==> src/rtl/display_pkg.sv <==
// display_pkg: shared state encoding and BCD helpers for the display sharing controller.
package display_pkg;
    typedef enum logic [1:0] {IDLE, HOLD, OPEN} state_t;
    localparam logic [7:0] BLANK_NUMBER = 8'h00;
    localparam logic [3:0] BCD_MAX = 4'd9;
    function automatic logic bcd_bad(input logic [7:0] v);
        return (v[7:4] > BCD_MAX) || (v[3:0] > BCD_MAX);
    endfunction
    function automatic logic [7:0] bcd_fix(input logic [7:0] v);
        return {(v[7:4] > BCD_MAX) ? 4'h0 : v[7:4], (v[3:0] > BCD_MAX) ? 4'h0 : v[3:0]};
    endfunction
endpackage

==> src/rtl/rr_pick.sv <==
// rr_pick: first set request searching upward from ptr, wrapping; one-hot result.
module rr_pick #(
    parameter int N  = 4,
    parameter int PW = $clog2(N)
) (
    input  logic [N-1:0]  req,
    input  logic [PW-1:0] ptr,
    output logic [N-1:0]  pick,
    output logic          valid
);
    logic [PW-1:0] j;
    always_comb begin
        pick  = '0;
        valid = 1'b0;
        j     = '0;
        for (int i = 0; i < N; i++) begin
            j = PW'((int'(ptr) + i) % N);
            if (!valid && req[j]) begin
                pick[j] = 1'b1;
                valid   = 1'b1;
            end
        end
    end
endmodule

==> src/rtl/display_share_ctrl.sv <==
// display_share_ctrl: round-robin sharing of the 2-digit display with minimum hold
// time and urgent preemption; drives a registered BCD pair plus blank flag.
module display_share_ctrl
    import display_pkg::*;
#(
    parameter int N_REQ       = 4,
    parameter int HOLD_CYCLES = 1024
) (
    input  logic               clk,
    input  logic               rst_n,
    input  logic [N_REQ-1:0]   req,
    input  logic [N_REQ-1:0]   urgent,
    input  logic [8*N_REQ-1:0] value,
    output logic [N_REQ-1:0]   grant,
    output logic [7:0]         number,
    output logic               blank,
    output logic               bcd_err
);
    localparam int PW = $clog2(N_REQ);
    localparam int CW = $clog2(HOLD_CYCLES);

    state_t           state_q, state_d;
    logic [CW-1:0]    cnt_q, cnt_d;
    logic [PW-1:0]    rr_q, rr_d;
    logic [N_REQ-1:0] grant_q, grant_d;
    logic [7:0]       number_q, number_d;
    logic             blank_q, blank_d;
    logic             bcd_err_q, bcd_err_d;

    logic [N_REQ-1:0] urg, u_pick, e_pick, o_pick, tgt;
    logic             e_valid, o_valid, sw, from_rr, owner_req;
    logic [PW-1:0]    tgt_idx;
    logic [7:0]       owner_val;

    assign urg       = req & urgent;
    assign u_pick    = urg & (~urg + N_REQ'(1));
    assign owner_req = |(grant_q & req);

    rr_pick #(.N(N_REQ), .PW(PW)) u_rr_all (
        .req(req), .ptr(rr_q), .pick(e_pick), .valid(e_valid)
    );
    // Re-arbitration after hold expiry excludes the owner so it only keeps
    // the display when nobody else is asking.
    rr_pick #(.N(N_REQ), .PW(PW)) u_rr_open (
        .req(req & ~grant_q), .ptr(rr_q), .pick(o_pick), .valid(o_valid)
    );

    always_comb begin
        state_d = state_q;
        cnt_d   = cnt_q;
        rr_d    = rr_q;
        grant_d = grant_q;
        tgt     = '0;
        sw      = 1'b0;
        from_rr = 1'b0;
        tgt_idx = '0;
        if (state_q == IDLE) begin
            if (|req) begin
                sw      = 1'b1;
                from_rr = 1'b1;
                tgt     = (|urg) ? u_pick : e_pick;
            end
        end else if ((|urg) && (u_pick != grant_q)) begin
            sw  = 1'b1;
            tgt = u_pick;
        end else if (!owner_req) begin
            if (e_valid) begin
                sw      = 1'b1;
                from_rr = 1'b1;
                tgt     = e_pick;
            end else begin
                state_d = IDLE;
                grant_d = '0;
                cnt_d   = '0;
            end
        end else if (state_q == HOLD) begin
            cnt_d   = cnt_q + CW'(1);
            state_d = (cnt_q == CW'(HOLD_CYCLES - 2)) ? OPEN : HOLD;
        end else if (o_valid) begin
            sw      = 1'b1;
            from_rr = 1'b1;
            tgt     = o_pick;
        end
        for (int i = 0; i < N_REQ; i++)
            if (tgt[i]) tgt_idx = PW'(i);
        if (sw) begin
            grant_d = tgt;
            state_d = HOLD;
            cnt_d   = '0;
            if (from_rr) rr_d = (tgt_idx == PW'(N_REQ - 1)) ? '0 : tgt_idx + PW'(1);
        end
    end

    always_comb begin
        owner_val = '0;
        for (int i = 0; i < N_REQ; i++)
            if (grant_d[i]) owner_val = value[8*i +: 8];
        blank_d   = ~|grant_d;
        number_d  = blank_d ? BLANK_NUMBER : bcd_fix(owner_val);
        bcd_err_d = !blank_d && bcd_bad(owner_val);
    end

    always_ff @(posedge clk or negedge rst_n) begin
        if (!rst_n) begin
            state_q   <= IDLE;
            cnt_q     <= '0;
            rr_q      <= '0;
            grant_q   <= '0;
            number_q  <= BLANK_NUMBER;
            blank_q   <= 1'b1;
            bcd_err_q <= 1'b0;
        end else begin
            state_q   <= state_d;
            cnt_q     <= cnt_d;
            rr_q      <= rr_d;
            grant_q   <= grant_d;
            number_q  <= number_d;
            blank_q   <= blank_d;
            bcd_err_q <= bcd_err_d;
        end
    end

    assign grant   = grant_q;
    assign number  = number_q;
    assign blank   = blank_q;
    assign bcd_err = bcd_err_q;
endmodule

==> config.mk <==
export PLATFORM = sky130hd
export DESIGN_NAME = display_share_ctrl
export DESIGN_NICKNAME = d
export VERILOG_FILES = /design/src/rtl/display_pkg.sv /design/src/rtl/rr_pick.sv /design/src/rtl/display_share_ctrl.sv
export SDC_FILE = /design/constraint.sdc
export NUM_CORES = 1
export LEC_CHECK = 0
export ABC_AREA = 1
export BUFFER_PORTS_ARGS = -buffer_cell sky130_fd_sc_hd__buf_2
export CAP_MARGIN = 20
export CORE_MARGIN = 2
export CORE_UTILIZATION = 56
export CTS_CLUSTER_SIZE = 20
export DETAILED_ROUTE_END_ITERATION = 8
export PLACE_DENSITY_LB_ADDON = 0.08
export RECOVER_POWER = 25
export SLEW_MARGIN = 15
export SYNTH_ARGS = -nofsm -noshare
export SYNTH_HDL_FRONTEND = slang
export SYNTH_SLANG_ARGS = --single-unit
export TNS_END_PERCENT = 10
==> constraint.sdc <==
create_clock -name clk -period 3.96 [get_ports clk]
set_input_delay 0.198 -clock clk [delete_from_list [all_inputs] [get_ports clk]]
set_output_delay 0.198 -clock clk [all_outputs]
set_load 0.05 [all_outputs]
# Word-level counts from Yosys, hierarchy flattened
# Cells that the tools add are included.
word_totals:
  inputBits: 42
  out_inout_bits: 14
  romBits: 0
  latchBits: 0
  register_bits: 28
  ramBits: 0
  mem_count: 0
  word_cells: 156
classes:
  reduce_logical: 27
  eq_ne: 8
  multipliers: 0
  muxes: 86
  magnitude_cmp: 10
  n_bitwise: 12
  add_sub_neg: 6
  n_div: 0
  n_shift: 0
op_table:
  columns: ["op", "count"]
  rows:
  - ["$mux W4", 23]
  - ["$mux W10", 6]
  - ["$mux W8", 5]
  - ["$mux W1", 30]
  - ["$or A4 B4 Y4", 6]
  - ["$mux W2", 10]
  - ["$and A4 B4 Y4", 4]
  - ["$bmux W1 S2", 8]
  - ["$reduce_or A4 Y1", 4]
  - ["$logic_and A1 B1 Y1", 12]
  - ["$lt A2 B3 Y1 const B", 4]
  - ["$add A10 B1 Y10 const B", 1]
  - ["$eq A10 B10 Y1 const B", 1]
  - ["$demux W1 S2", 4]
  - ["$ge A2 B1 Y1 const B", 4]
  - ["$gt A4 B4 Y1 const B", 2]
  - ["$not A4 Y4", 2]
  - ["$logic_not A1 Y1", 7]
  - ["$add A2 B1 Y2 const B", 2]
  - ["$add A2 B2 Y2 const B", 2]
  - ["$add A4 B1 Y4 const B", 1]
  - ["$ne A2 B2 Y1 const B", 2]
  - ["$ne A4 B4 Y1", 1]
  - ["$reduce_and A4 Y1", 1]
  - ["other kinds (7)", 7]

# Logic depth before layout (Yosys ltp)
# Gate-level depths: netlist of run 1.
depth:
  depth_word: 27
  ltp_mapped: 24
  depth_no_buf: 22

# Hierarchy
# Synthesis of run 1 repeated with hierarchy kept, for this count alone.
hier_totals:
  hier_cells: 460
  area_unflattened_um2: 3037.9
modules_own_cells:
  columns: ["module", "instances", "cells_per_inst", "area_per_inst_um2", "seq_area_each_um2"]
  rows:
  - ["display_share_ctrl", 1, 308, 2199.6, 701.9]
  - ["rr_pick", 2, 76, 419.2, 0.0]

# Worst setup path after synthesis of run 1
# Ideal clock, no wire load.
synth_timing:
  path_type: "register to register"
  start: "register rr_q[0]"
  end: "register bcd_err_q (netlist: bcd_err)"
  setup_time_ps: 117
  synth_period_minus_slack_ps: 2921
  t_arrival_ps: 2804
  t_required_ps: 3843
  path_slack_ps: 1039
  stages_incl_launch_ff: 22
  n_path_buf: 3
  path_cell_list: "dfrtp_1 > buf_6 > inv_4 > buf_6 > ha_1 > inv_1 > nand3_1 > nand2_1 > nand2_4 > nor3_2 > inv_2 > nand2_2 > nand2_2 > o21bai_4 > nand3_2 > nand3_4 > buf_6 > a21oi_2 > a21oi_2 > nand2_2 > nand2_1 > nand2_1"
synth_via:
  word_cells_on_any_way: 101
  cone_classes: "add/sub: 3; order compare: 10; mux: 63; bitwise: 6; reduce/logical: 19"
synth_rtl:
  columns: ["item", "line_no", "rtl"]
  rows:
  - ["from (decl)", "display_share_ctrl.sv:24", "logic [PW-1:0] rr_q, rr_d;"]
  - ["from (signal assigned)", "display_share_ctrl.sv:115", "rr_q <= rr_d;"]
  - ["parallel branches: the longest is 17 deep, another holds $lt A2 B3 Y1", null, null]
  - ["$mux W4 (*)", "display_share_ctrl.sv:86", "if (sw) begin"]
  - ["named net grant_d[3]", "display_share_ctrl.sv:25", "logic [N_REQ-1:0] grant_q, grant_d;"]
  - ["$mux W8", "display_share_ctrl.sv:97", "if (grant_d[i]) owner_val = value[8*i +: 8];"]
  - ["$gt A4 B4 Y1", "display_pkg.sv:7", "return (v[7:4] > BCD_MAX) || (v[3:0] > BCD_MAX);"]
  - ["$logic_or A1 B1 Y1", "display_pkg.sv:7", null]
  - ["$logic_and A1 B1 Y1 (*)", "display_share_ctrl.sv:100", "bcd_err_d = !blank_d && bcd_bad(owner_val);"]
  - ["named net bcd_err_d", "display_share_ctrl.sv:28", "logic bcd_err_q, bcd_err_d;"]
  - ["to (signal assigned)", "display_share_ctrl.sv:119", "bcd_err_q <= bcd_err_d;"]
  - ["to (decl)", "display_share_ctrl.sv:28", null]
# Mark *: on every way through the listed nets, which the timed path passes. The select of a mux whose other input is x is not followed.
# A chain may end at the register's enable or synchronous reset.

# Worst setup path in the final report of run 1
layout_timing:
  start: "register rr_q[1]"
  end: "register cnt_q[7]"
layout_via:
  elab_chain_len: 19
  word_cells_on_any_way: 51
  cone_classes: "add/sub: 3; eq/ne: 4; mux: 31; reduce/logical: 13"
layout_lines:
  columns: ["item", "line_no", "rtl"]
  rows:
  - ["parallel branches: the longest is 19 deep, another holds $add A2 B1 Y2", null, null]
  - ["to (signal assigned)", "display_share_ctrl.sv:114", "cnt_q <= cnt_d;"]
  - ["to (decl)", "display_share_ctrl.sv:23", "logic [CW-1:0] cnt_q, cnt_d;"]
# Parallel ways; which one is timed is not known. The select of a mux whose other input is x is not followed.

==> run metrics, run 1 <==
Pwr per Cell Area=924.1 mW/mm2; Setup crit end kind=flop; Min Clock Period, post-route=3420 ps; total global-route track usage=26.74%; post-synthesis sequential area ratio=25.77%; Peak VDD IR=0.7660 mV; worst slew pin tran=1494 ps; final setup fails=0; via count=2,856; FF-to-FF setup slack=540 ps; cells resized by post-CTS repair=0; Seq cells post-synth=28; WL per Instance=13.09 um; Worst Path Required=4170 ps; grt ovf=0; reg2reg end=cnt_q[7]; Worst Path Max Fanout=16; DP HPWL=5.415 mm; Worst path slowest cell=dfrtp_1; die area=0.005438 mm2; core area=0.004692 mm2; Mapped Nets=472; Reg power frac=16.1%; final total power=2849 uW; Num CTS Buffers=3; top post-synthesis cells by count=nand2_1 (125), inv_1 (57), nand3_1 (43); ranking of synthesized cells by area=dfrtp_1 (25%), nand2_1 (17%), nand3_1 (7.9%); Setup TNS=0 ps; Avg Vias per Cell=5.409; combinational power share=75.9%; share of cells above drive strength 1=21.94%; final worst path period share=86.37%; gpl congestion=0.9768; Syn Area/Cell=6.485 um2; DRC errors left=0; Synth top area share=24.80%; status=finished clean; first-pass GRT wire length=11.49 mm; CTS Sinks=28; cell leakage power=0.001739 uW; Clk pwr share=8.1%; CTS root buf=clkbuf_8; critical path class=flop to flop; Switching Fraction=59.29%; vias in the first global route=2,559; initial antenna violation count=0; Core Rows=25; CTS clk-pin slew, worst paths=100 ps; Reg2Reg Depth=18; CP top delay family=simple AND/OR/NAND/NOR gates; Primary FF master, synth=dfrtp_1; crit start category=flop; DRT antenna net count=0; CP endpoint=cnt_q[7]; CTS tree=built; Rel. slew slack=0.3840%; Starting Density=58.05%; reg2reg start=rr_q[1]; unrepaired setup endpoints after global routing=no; CTS hold repair buffers=1; largest net degree at the start of global routing=29; Die Wd=73.74 um; Yosys cell types=39; # Post-CTS Setup Buffers=0; CP max stage delay=540 ps; most common cell in the netlist=nand2_1; Worst Setup SP=rr_q[1]; HP Class=input pin to flop; Internal Pwr Total=1160 uW; fillers=415; Yosys warnings=0; Crit path depth=18; Final Net Count=527; P_sw=1689 uW; cells after synthesis=420; Detailed Routing Iterations Pass 1=5; Slew Viols, Final=0; Hold Violations, Final=0; initial drt markers=213; ant diodes=0; Peak Freq=292.4 MHz; max_cap viols=0; Setup Skew=5.931 ps; routed wire length=6.912 mm; CP most frequent cell=inv_1; deepest clock path buffer count=2; IO buf count=55; CP Data Arrival Time=3630 ps; H-tree Lvls=1; Die Y=73.74 um; area leader, netlist=dfrtp_1; synthesis-to-layout area growth=13.18%; Ports=56; fraction of registers with async set/reset=100.0%; number of synthesized flops with an enable pin=0; worst-path cell chain=inv_1, ha_1, inv_1, nand3_1, nand2_1, nand2_4, nor3_2, inv_2, nand2_2, nand2_2, o21bai_4, nand2_1, inv_1, a21oi_2, nand3_1, nor3_1, nor2_1, a21oi_1; Synth Cell Area=0.002724 mm2; Clock Latency Late Sink=280 ps; WP buf/inv=4
## power groups by stage
stage,Combinational (uW),Sequential (uW),Clock (uW)
final,2160,457,230
after global routing,2420,464,249
after CTS,2130,456,236
after detailed placement,2130,460,0
after global placement,2090,454,0
after floorplan,1590,633,0
## layout by cell type, fill, tap and decap left out, drive strengths merged, types with 2 or more instances in the layout
cell / Yosys / routed
nor2: 33 / 33
or2: 2 / 2
o211ai: 2 / 2
ha: 10 / 10
a21oi: 34 / 34
a22oi: 2 / 2
nor3: 6 / 6
clkbuf: 1 / 4
o21ai: 20 / 20
buf: 5 / 54
nor4: 2 / 2
nand3: 49 / 49
inv: 63 / 63
nand2: 144 / 144
nand4: 7 / 7
dfrtp: 27 / 27
a21boi: 3 / 3
## worst min-delay path by stage
| stage | from | end | slack (ps) | cells after the start |
|---|---|---|---|---|
| floorplan | rst_n | bcd_err | -100 | 0 |
| global placement | rst_n | state_q[0] | 250 | 1 |
| detailed placement | rst_n | state_q[0] | 260 | 1 |
| CTS | value[31] | number[7] | 180 | 3 |
| global route | value[31] | number[7] | 200 | 3 |
| finish | value[31] | number[7] | 190 | 3 |
## layer usage
layer / track usage, % / vias up / part of all wire (%)
met5: 0 / - / 0
met4: 6.869 / 0 / 0.58
met3: 3.704 / 4 / 5.8
met2: 42.26 / 102 / 46
met1: 38.26 / 1282 / 48
li1: - / 1468 / -
## layout make-up
cell class                 count  area (um2)  share of cell area (%)
clock buffer                   3       41.29                   1.339
clock inverter                 1       30.03                  0.9740
inverter                      63       239.0                   7.752
multi-input combinational    323        1719                   55.76
sequential                    28       701.9                   22.77
tap                           54       67.56                   2.192
timing repair buffer          56       284.0                   9.213
## through the flow
stage / setup slack (ps) / hold WS (ps) / util [%] / cell area (um2) / instances
floorplan: 1039 / -97.59 / - / 2724 / 420
global placement: 740.2 / 246.0 / 64.00 / 3003 / 523
detailed placement: 615.6 / 258.4 / 64.00 / 3003 / 523
CTS: 592.2 / 180.8 / 65.73 / 3084 / 528
global route: 192.1 / 202.1 / 65.71 / 3083 / 528
finish: 539.6 / 191.5 / 65.71 / 3083 / 528
## registers in the layout, indices dropped and copies added, names as in the netlist
| register | cells |
|---|---|
| cnt_q | 10 |
| number | 8 |
| grant | 4 |
| rr_q | 2 |
| state_q | 2 |
| bcd_err | 1 |
| blank | 1 |
## logic make-up after synthesis
group                      Yosys count  share of synthesized area [%]
buffers and inverters               69                          11.12
xor gates and xnor gates             1                         0.3216
adders and majority gates           10                          4.593
DFF                                 28                          25.77
and+or+nand+nor                    244                          42.72
AOI/OAI and AO/OA                   68                          15.48
## worst min-delay path, delay by kind of cell
kind	cells	cell delay, ps
AOI/OAI and AO/OA	1	60
buffers and inverters	1	90
and+or+nand+nor	1	80
Power figures use the tool's default switching activity.
==> inputs of run 2 (changes only) <==
--- a/config.mk
+++ b/config.mk
@@ -12,8 +12,9 @@
 export CORE_UTILIZATION = 56
 export CTS_CLUSTER_SIZE = 20
 export DETAILED_ROUTE_END_ITERATION = 8
+export GPL_TIMING_DRIVEN = 0
 export PLACE_DENSITY_LB_ADDON = 0.08
-export RECOVER_POWER = 25
+export RECOVER_POWER = 50
 export SLEW_MARGIN = 15
 export SYNTH_ARGS = -nofsm -noshare
 export SYNTH_HDL_FRONTEND = slang
==> run metrics, run 2 (synthesized netlist as in run 1, its figures left out) <==
Final Net Count=533 (+1.1%); WL per Instance=12.64 um (-3.4%); vias in the first global route=2,500 (-2.3%); routing usage on met2=40.38% (-1.9 points); fillers=431 (+3.9%); status=finished with violations; CP max stage delay=560 ps (+20 ps); failing checks=capacitance limit, slew limit; Worst Hold End=number[7]; Core Rows=25 (unchanged); Detailed Routing Iterations Pass 1=5 (unchanged); worst-path cell chain=inv_1, ha_1, inv_1, nand3_1, nand2_1, nand2_4, nor3_2, inv_2, nand2_2, nand2_2, o21bai_4, nand2_2, nand3_4, buf_6, a21oi_1, a21boi_2, nand2_2, nand2_1, nand2_1; worst hold path startpoint=value[31]; Ports=56 (unchanged); die area=0.005438 mm2 (unchanged); Setup TNS=0 ps (unchanged); Slew Viols, Final=29 (+29); Reg2Reg Depth=19 (+1); first-pass GRT wire length=11.20 mm (-2.5%); CP most frequent cell=nand2_2; via count=2,914 (+2.0%); Most Crowded Layer GR=met2; unrepaired setup endpoints after global routing=no; CTS Sinks=28 (unchanged); reg2reg end=bcd_err; crit start category=flop; largest net degree at the start of global routing=29 (unchanged); Setup crit end kind=flop; grt ovf=0 (unchanged); Peak Freq=293.0 MHz (+0.22%); share of cells above drive strength 1=21.25% (-0.69 points); initial antenna violation count=0 (unchanged); Biggest register=cnt_q; leading cell type in the layout, fill and taps excluded=nand2_1; ant diodes=0 (unchanged); total global-route track usage=26.00% (-0.74 points); Setup Skew=12.17 ps (+6.234 ps); Pwr per Cell Area=926.3 mW/mm2 (+0.24%); Clock Latency Late Sink=280 ps (about the same); GRT met1 Usage=38.90% (+0.64 points); Peak VDD IR=0.5888 mV (-23%); CTS tree=built; final setup fails=0 (unchanged); cells resized by post-CTS repair=0 (unchanged); max_cap viols=1 (+1); H-tree Lvls=1 (unchanged); most frequent cells in the layout=nand2_1 (125), inv_1 (57), buf_2 (47); DRT antenna net count=0 (unchanged); routed wire length=6.750 mm (-2.3%); core area=0.004692 mm2 (unchanged); synthesis-to-layout area growth=15.20%; CP top delay family=simple AND/OR/NAND/NOR gates; Worst Path Max Fanout=10 (-6); Layout Utilization=66.88% (+1.2 points); IO buf count=55 (unchanged); FF-to-FF setup slack=550 ps (about the same); CTS root buf=clkbuf_8; hold path cells=3 (unchanged); max reg flops=10 (unchanged); CTS clk-pin slew, worst paths=110 ps (about the same); critical path class=flop to flop; CP Data Arrival Time=3590 ps (-40 ps); Worst Path Required=4130 ps (-40 ps); final worst path period share=86.19% (-0.19 points); Num CTS Buffers=3 (unchanged); reg2reg start=rr_q[1]; Die Y=73.74 um (unchanged); Die Wd=73.74 um (unchanged); cell leakage power=0.001748 uW (+0.48%); GRT met3 Usage=3.429% (-0.27 points); HP Class=input pin to flop; gpl congestion=0.9273 (-5.1%); deepest clock path buffer count=2 (unchanged); DRC errors left=0 (unchanged); Hold Violations, Final=0 (unchanged); Avg Vias per Cell=5.457 (+0.88%); Worst path slowest cell=dfrtp_1; Starting Density=58.05% (unchanged); Rel. slew slack=-2.101% (-2.5 points); Min Clock Period, post-route=3413 ps (-7.378 ps); DP HPWL=5.316 mm (-1.8%); WP buf/inv=4 (unchanged); worst slew pin tran=1532 ps (+37.28 ps); initial drt markers=188 (-12%)
==> run 2: cell count changes in the layout (fill, tap and decap cells not counted) <==
cell,change
clkbuf_1,+8
buf_2,-7
buf_8,+1
buf_6,+4
==> run 2: timing repair <==
item | in CTS | in global routing
hold endpoints to repair | 27 | 0
setup buffers | 0 | 0
hold buffers | 1 | 0
==> run 2: routing by layer <==
| metal | vias up | share of wire, % |
|---|---|---|
| met5 | - | 0 |
| met4 | 0 | 0.81 |
| met3 | 9 | 7.1 |
| met2 | 110 | 46 |
| met1 | 1319 | 46 |
| li1 | 1476 | - |
==> run 2: cell type report <==
class	count	area, um2	area share [%]
inverters	63	239.0	7.616
flip-flops and latches	28	701.9	22.37
clock buffers	3	41.29	1.316
repair buffers	56	275.3	8.772
well taps	54	67.56	2.153
clock inverters	1	30.03	0.9569
plain buffers	6	63.81	2.033
multi-input cells	323	1719	54.78
==> run 2: power breakdown <==
part           switching, uW  internal (uW)
clock                   93.5            136
sequential              60.7            381
combinational           1530            706
total                   1680           1220
==> run 2: per-stage QoR <==
| stage | total power [uW] | instances | area (um2) | setup WS (ps) | hold WS, ps |
|---|---|---|---|---|---|
| after floorplan | 2222 | 420 | 2724 | 1039 | -97.59 |
| after global placement | 2622 | 529 | 3067 | 651.5 | 251.6 |
| after detailed placement | 2666 | 529 | 3067 | 595.5 | 254.6 |
| after CTS | 2900 | 534 | 3148 | 564.8 | 177.6 |
| after global routing | 3194 | 534 | 3138 | 218.3 | 214.2 |
| final | 2907 | 534 | 3138 | 547.0 | 181.1 |
==> run 2: worst min-delay path, delay by kind of cell <==
| kind | cells | cell delay [ps] |
|---|---|---|
| buffers and inverters | 1 | 90 |
| AO/OA/AOI/OAI | 1 | 50 |
| AND/OR/NAND/NOR | 1 | 80 |
==> run 2: worst max path at each step <==
| stage | to | cells past startpoint | from |
|---|---|---|---|
| 2_1_floorplan | bcd_err | 21 | rr_q[0] |
| 3_3_place_gp | bcd_err | 18 | rr_q[1] |
| 3_5_place_dp | bcd_err | 19 | rr_q[1] |
| 4_1_cts | bcd_err | 18 | rr_q[1] |
| 5_1_grt | bcd_err | 17 | rr_q[1] |
| 6_report | bcd_err | 19 | rr_q[1] |
==> inputs of run 3 (changes only) <==
--- a/config.mk
+++ b/config.mk
@@ -9,7 +9,7 @@
 export BUFFER_PORTS_ARGS = -buffer_cell sky130_fd_sc_hd__buf_2
 export CAP_MARGIN = 20
 export CORE_MARGIN = 2
-export CORE_UTILIZATION = 56
+export CORE_UTILIZATION = 50
 export CTS_CLUSTER_SIZE = 20
 export DETAILED_ROUTE_END_ITERATION = 8
 export GPL_TIMING_DRIVEN = 0
==> run metrics, run 3 (synthesized netlist as in run 1, its figures left out) <==
status=finished with violations; failing checks=capacitance limit, slew limit; unrepaired setup endpoints after global routing=no; largest net degree at the start of global routing=29 (unchanged); Core Rows=26 (+4.0%); CTS tree=built; via count=2,856 (-2.0%); initial drt markers=133 (-29%); die area=0.006054 mm2 (+11%); fin area=0.003158 mm2 (+0.64%); worst-path cell chain=inv_1, ha_1, inv_1, nand3_1, nand2_1, nand2_4, nor3_2, inv_2, nand2_2, nand2_2, o21bai_4, nand3_2, nand3_4, buf_6, a21oi_2, a21oi_2, nand2_2, nand2_1, nand2_1; final setup fails=0 (unchanged); Min Clock Period, post-route=3439 ps (+25.50 ps); HP Class=input pin to flop; cells resized by post-CTS repair=0 (unchanged); leading cell type in the layout, fill and taps excluded=nand2_1; post-route insts no fill=550 (+3.0%); cell leakage power=0.001747 uW (about the same); Die Wd=77.81 um (+5.5%); worst slew pin tran=1584 ps (+52.41 ps); Biggest register=cnt_q; ant diodes=0 (unchanged); Detailed Routing Iterations Pass 1=4 (-1); CP max stage delay=590 ps (+30 ps); WP buf/inv=4 (unchanged); core area=0.005172 mm2 (+10%); Setup crit end kind=flop; critical path class=flop to flop; CP Data Arrival Time=3610 ps (+20 ps); Clock Latency Late Sink=280 ps (about the same); most frequent cells in the layout=nand2_1 (125), inv_1 (57), buf_2 (47); Rel. slew slack=-5.595% (-3.5 points); placement-stage cell area=0.003087 mm2 (+0.65%); routed wire length=6.571 mm (-2.7%); CTS root buf=clkbuf_8; Peak VDD IR=0.6097 mV (+3.6%); Pwr per Cell Area=915.6 mW/mm2 (-1.2%); DRC errors left=0 (unchanged); synthesis-to-layout area growth=15.94%; first-pass GRT wire length=11.36 mm (+1.5%); pre-CTS setup slack=568.4 ps (-27.14 ps); crit start category=flop; Hold Violations, Final=0 (unchanged); deepest clock path buffer count=2 (unchanged); Num CTS Buffers=3 (unchanged); Worst path slowest cell=dfrtp_1; Worst Path Required=4130 ps (about the same); H-tree Lvls=1 (unchanged); final worst path period share=86.83% (+0.64 points); Final Net Count=533 (unchanged); Setup Skew=9.133 ps (-3.032 ps); vias in the first global route=2,575 (+3.0%); DRT antenna net count=0 (unchanged); Peak Freq=290.8 MHz (-0.74%); grt ovf=0 (unchanged); share of cells above drive strength 1=21.25% (unchanged); Slew Viols, Final=29 (unchanged); Setup TNS=0 ps (unchanged); CTS clk-pin slew, worst paths=100 ps (about the same); Die Y=77.81 um (+5.5%); Ports=56 (unchanged); CP top delay family=simple AND/OR/NAND/NOR gates; final worst slack=521.5 ps (-25.51 ps); max_cap viols=1 (unchanged); max reg flops=10 (unchanged); total global-route track usage=22.59% (-3.4 points); dpl cells=545 (+3.0%); IO buf count=55 (unchanged); WL per Instance=11.95 um (-5.5%); DP HPWL=5.197 mm (-2.2%); initial antenna violation count=0 (unchanged); Starting Density=52.66% (-5.4 points); Worst Path Max Fanout=10 (unchanged); gpl congestion=0.9276 (about the same); Avg Vias per Cell=5.193 (-4.8%); CTS Sinks=28 (unchanged)
## run 3: final timing paths
check                           from          to  slack (ps)  cells past startpoint
max in group asynchronous      rst_n     bcd_err        2200                      2
setup reg to reg             rr_q[1]     bcd_err         520                     19
hold / removal             value[31]   number[7]         190                      3
setup / recovery             rr_q[1]     bcd_err         520                     19
hold reg to reg             cnt_q[9]    cnt_q[9]         540                      2
min in group asynchronous      rst_n  state_q[0]         830                      2
## run 3: power by group
group	internal (uW)	switching (uW)	leakage (uW)	total, uW
combinational	706	1510	0.00135	2220
clock	136	95.4	0.0000357	231
sequential	381	62.6	0.000363	444
## run 3: worst min-delay path, delay by kind of cell
kind	cells	cell delay, ps
buf+inv	1	90
simple gates	1	80
compound gates	1	50
## run 3: per-stage QoR
| stage | util (%) | hold slack (ps) | power [uW] |
|---|---|---|---|
| after floorplan | - | -97.59 | 2222 |
| after global placement | 59.68 | 256.9 | 2631 |
| after detailed placement | 59.68 | 264.7 | 2660 |
| after CTS | 61.25 | 179.1 | 2897 |
| after global routing | 61.05 | 187.3 | 3219 |
| final | 61.05 | 186.4 | 2892 |
## run 3: layout make-up
type	count	area, um2
clock buffer	3	41.29
fill	481	2014
inverter	63	239.0
buffer	6	63.81
clock inverter	1	30.03
tap	70	87.58
timing repair buffer	56	275.3
multi-input combinational	323	1719
sequential	28	701.9
## run 3: repair_timing
action,CTS,global route
setup buffers,0,0
hold buffers,1,0
endpoints found under the setup margin,0,0
endpoints found under the hold margin,27,0
## run 3: layer usage
metal / routed length (um) / vias up / share of wire [%] / GRT usage, %
met5: 0 / - / 0 / 0
met4: 14 / 0 / 0.21 / 2.321
met3: 380 / 2 / 5.8 / 3.023
met2: 2907 / 68 / 44 / 36.72
met1: 3269 / 1305 / 50 / 32.97
li1: - / 1481 / - / -
